File: config.mk
export PLATFORM = sky130hd
export DESIGN_NAME = reg16_skid
export DESIGN_NICKNAME = d
export VERILOG_FILES = /design/src/rtl/hack_pkg.sv /design/src/rtl/reg16_skid.sv
export SDC_FILE = /design/constraint.sdc
export NUM_CORES = 1
export LEC_CHECK = 0
export CELL_PAD_IN_SITES_DETAIL_PLACEMENT = 0
export CELL_PAD_IN_SITES_GLOBAL_PLACEMENT = 1
export CORE_MARGIN = 4
export CORE_UTILIZATION = 40
export CTS_CLUSTER_SIZE = 40
export DETAILED_ROUTE_END_ITERATION = 10
export PLACE_DENSITY_LB_ADDON = 0.1
export SLEW_MARGIN = 20
export SYNTH_ARGS = -nofsm -noshare
export SYNTH_HDL_FRONTEND = slang
export SYNTH_SLANG_ARGS = --single-unit
File: constraint.sdc
create_clock -name clk -period 2.3 [get_ports clk]
set_input_delay 0.46 -clock clk [delete_from_list [all_inputs] [get_ports clk]]
set_output_delay 0.46 -clock clk [all_outputs]
set_load 0.02 [all_outputs]
File: src/rtl/hack_pkg.sv
// hack_pkg
//
// Shared definitions for the Hack datapath blocks that sit behind the
// 16-bit gate bank (or16/and16/not16).
//
// Contents:
//   WORD_W        - datapath word width (16 bits, bit 15 is the MSB)
//   skid_state_e  - occupancy state of the reg16_skid output stage.
//                   The encoding equals the number of words held, so the
//                   state can drive the occupancy port directly.
//                   2'd3 is never entered; the stage decodes it as EMPTY.
package hack_pkg;

  localparam int WORD_W = 16;

  typedef enum logic [1:0] {
    EMPTY = 2'd0,
    ONE   = 2'd1,
    FULL  = 2'd2
  } skid_state_e;

endpackage : hack_pkg

File: src/rtl/reg16_skid.sv
// reg16_skid
//
// Registered output stage for the 16-bit gate bank. Each gate result is
// taken in with a valid/ready handshake and handed on, registered, to the
// next consumer. A two-entry skid buffer (main + skid registers) sustains
// one word per cycle while in_ready stays a pure flop output, so there is
// no combinational path from out_ready back to in_ready.
//
// Ports:
//   clk        in   rising-edge clock
//   rst        in   synchronous, active-high reset
//   in_data    in   [WIDTH] word from the upstream gate bank
//   in_valid   in   in_data is valid this cycle
//   in_ready   out  stage can accept a word (flop output)
//   out_data   out  [WIDTH] registered word to the consumer (flop output)
//   out_valid  out  out_data is valid (flop output)
//   out_ready  in   consumer takes out_data this cycle
//   occupancy  out  [2] number of words held: 0, 1 or 2 (flop output)
module reg16_skid
  import hack_pkg::*;
#(
  parameter int WIDTH = WORD_W
) (
  input  logic             clk,
  input  logic             rst,
  input  logic [WIDTH-1:0] in_data,
  input  logic             in_valid,
  output logic             in_ready,
  output logic [WIDTH-1:0] out_data,
  output logic             out_valid,
  input  logic             out_ready,
  output logic [1:0]       occupancy
);

  skid_state_e      state_q;
  skid_state_e      state_d;
  logic [WIDTH-1:0] main_q;
  logic [WIDTH-1:0] skid_q;
  logic             in_ready_q;
  logic             out_valid_q;
  logic [1:0]       occ_q;
  logic             in_ready_d;
  logic             out_valid_d;
  logic [1:0]       occ_d;
  logic             acc;
  logic             pop;

  // Handshakes use the registered flags, so a valid or ready seen while the
  // other side is not ready is simply ignored.
  assign acc = in_valid && in_ready_q;
  assign pop = out_valid_q && out_ready;

  // State register together with the registered handshake flags. The flags
  // are computed from the next state so that they line up with the state
  // flop without any decode logic after the registers.
  always_ff @(posedge clk) begin
    if (rst) begin
      state_q     <= EMPTY;
      in_ready_q  <= 1'b1;
      out_valid_q <= 1'b0;
      occ_q       <= 2'd0;
    end else begin
      state_q     <= state_d;
      in_ready_q  <= in_ready_d;
      out_valid_q <= out_valid_d;
      occ_q       <= occ_d;
    end
  end

  // Next-state logic. An accept while ONE and popping keeps the stage at one
  // word, which is what gives full throughput without using the skid slot.
  // The unused encoding behaves like EMPTY.
  always_comb begin
    state_d = state_q;
    case (state_q)
      EMPTY: begin
        if (acc) state_d = ONE;
      end
      ONE: begin
        if (acc && !pop)      state_d = FULL;
        else if (!acc && pop) state_d = EMPTY;
      end
      FULL: begin
        if (pop) state_d = ONE;
      end
      default: begin
        state_d = acc ? ONE : EMPTY;
      end
    endcase
  end

  // Output decode for the registered flags, taken from the next state.
  always_comb begin
    in_ready_d  = (state_d != FULL);
    out_valid_d = (state_d != EMPTY);
    occ_d       = state_d;
  end

  // Data registers. The main register always holds the oldest word; the
  // skid register only catches a word that arrives while main is stalled.
  always_ff @(posedge clk) begin
    if (rst) begin
      main_q <= '0;
      skid_q <= '0;
    end else begin
      case (state_q)
        ONE: begin
          if (acc && pop)       main_q <= in_data;
          else if (acc && !pop) skid_q <= in_data;
        end
        FULL: begin
          if (pop) main_q <= skid_q;
        end
        default: begin
          if (acc) main_q <= in_data;
        end
      endcase
    end
  end

  assign in_ready  = in_ready_q;
  assign out_valid = out_valid_q;
  assign out_data  = main_q;
  assign occupancy = occ_q;

endmodule : reg16_skid

==> run summary <==
status: finished, final reports clean
MaxCap Viol Count: 0
clock sinks: 36
clock skew: 0.00581 ns
CP Capture Type: primary output
clock-pin slew on the worst setup and hold paths: 0.07 ns
post-DP HPWL: 2280 um
Sw Ratio: 0.305
via density per instance: 4.96
die area: 5090 sq um
Crit path required time: 1.84 ns
Post-CTS Resized: 0
NumNets Final: 203
worst min path class: reg2reg
min Tclk post-route: 1.84 ns
CP max FO: 5
achievable frequency: 542 MHz
leakage: 0.857 nW
Synth Instances: 142
Layout fillers: 323
initial antenna violation count: 0
Final Cell Area: 2100 sq um
Final GP Congestion: 0.669
Global Route Usage Sum: 0.141
WL/cell: 14.4 um
cells along the critical path: clkdlybuf4s50_1
Crit-path slowest cell: clkdlybuf4s50_1
Crit path buffers/inverters: 1
insertion delay to the later sink of the worst-skew pair: 0.29 ns
Worst-Margin Slew: 0.381 ns
IO Pins: 40
fraction of layout cells with a size suffix above 1: 0.190
Area Overhead vs Synth: 31.0%
period utilization: 0.802
Mean Syn Cell Area: 11.3 sq um
Post-Syn Nets: 162
CTS tree: built
Clk network pwr share: 0.275
combinational power share: 0.287
vias in the first global route: 1202
1st-iter DRT viols: 65
row cnt: 22
max-slew violations: 0
Initial DRT Pass Iterations: 4
area of the multi-input gates: 783 sq um
n_diodes: 0
register area share after synthesis: 0.449
largest net degree at the start of global routing: 33
most common cell after layout, fill and taps aside: clkdlybuf4s50_1
post-synth cell types: 20
P_int: 0.00116 W
setup bufs post-CTS: 0
Yosys reg bits: 36
Die Width: 71.3 um
total wire length: 3340 um
GRT overflow: 0
Core Area: 3770 sq um
H-tree depth: 2
clk root buf: clkbuf_8
crit path kind: reg2out
number of port buffers: 39
setup TNS: 0 ns
first-pass GRT wire length: 5690 um
final hold vios: 0
RSZ-0062 raised after global routing: no
total power draw: 0.00167 W
CP top delay family: buffers and inverters
Post-DP Area: 2010 sq um
via count: 1150
CP Data Arrival Time: 1.38 ns
Rel. slew slack: 0.746
yosys synthesis warning count: 0
Reg power frac: 0.438
clock buffer depth: 2
Starting Density: 0.425
most frequent cells in the layout: clkdlybuf4s50_1, dfxtp_1, mux2i_1, nor2_1, a211oi_2
Net Sw Power: 0.000510 W
Setup crit start kind: register
hold_buf cts: 0
# setup viols final: 0
post-synthesis cell area: 1600 sq um
post-route ant nets: 0
Remaining DRCs: 0
Die Y: 71.3 um
Sequential cell area: 721 sq um
CP peak stage delay: 0.65 ns
total CTS buffers: 5
pwr dens: 797 nW/um^2
worst vdd ir: 0.000424 V
-- metal layers --
metal  share of wire  routed length, um  track usage  up-vias
met5               0                  0            0        -
met4           0.023                 76       0.0710        0
met3           0.056                186       0.0435        8
met2            0.43               1440        0.207       40
met1            0.49               1640        0.187      527
li1                -                  -            -      575
-- final cells by class --
class,instances,area share
tap,48,0.0286
timing repair buffer,44,0.210
sequential,36,0.343
inverter,1,0.00179
multi-input combinational,95,0.373
clock buffer,6,0.0393
clock inverter,2,0.00476
-- Yosys cell counts --
master    instances  area (sq um)
a211oi_2         17           213
a21oi_1           1          5.00
a22oi_4           1          21.3
a31oi_1           1          6.26
and2_1            1          6.26
buf_12            2          40.0
buf_4             1          7.51
buf_6             3          33.8
clkbuf_1          4          15.0
dfxtp_1          36           721
inv_1             1          3.75
mux2_2            1          11.3
mux2i_1          32           320
nand2_1           4          15.0
nand2b_4          1          13.8
nand3b_1          1          7.51
nand4b_4          1          23.8
nor2_1           32           120
nor2_4            1          11.3
xor2_1            1          8.76
-- power by group through the flow --
stage | logic, W | registers (W) | clock network, W
6_report | 0.000480 | 0.000732 | 0.000461
2_1_floorplan | 0.000255 | 0.000803 | 0
5_1_grt | 0.000519 | 0.000741 | 0.000501
3_5_place_dp | 0.000486 | 0.000746 | 0
4_1_cts | 0.000489 | 0.000733 | 0.000470
3_3_place_gp | 0.000471 | 0.000744 | 0
-- stage by stage --
stage	std cells	hold WS (ns)	worst slack, ns	utilization
2_1_floorplan	142	0.460	0.852	-
3_3_place_gp	224	0.471	0.388	0.533
3_5_place_dp	224	0.479	0.316	0.533
4_1_cts	232	0.498	0.431	0.557
5_1_grt	232	0.536	0.385	0.557
6_report	232	0.494	0.456	0.557
-- cell families after synthesis --
group,Yosys count,share of synthesized area
XOR/XNOR,1,0.00546
AO/OA/AOI/OAI,20,0.153
AND/OR/NAND/NOR,41,0.123
buffers and inverters,11,0.0624
multiplexers,33,0.207
flip-flops,36,0.449
-- final timing paths --
| path | startpoint | endpoint | depth (start not counted) | slack, ns |
|---|---|---|---|---|
| worst max register to register | occupancy[1] | out_data[2] | 5 | 0.68 |
| worst min register to register | skid_q[11] | skid_q[11] | 2 | 0.49 |
| worst max-delay path | occupancy[1] | occupancy[1] | 1 | 0.46 |
| worst min-delay path | skid_q[11] | skid_q[11] | 2 | 0.49 |
-- sequential cells by signal, summed over array words and instances, names as in the netlist --
| signal | count |
|---|---|
| in_ready | 1 |
| out_data | 16 |
| skid_q | 16 |
| out_valid | 1 |
| occupancy | 2 |
(Power assumes the default switching activity.)
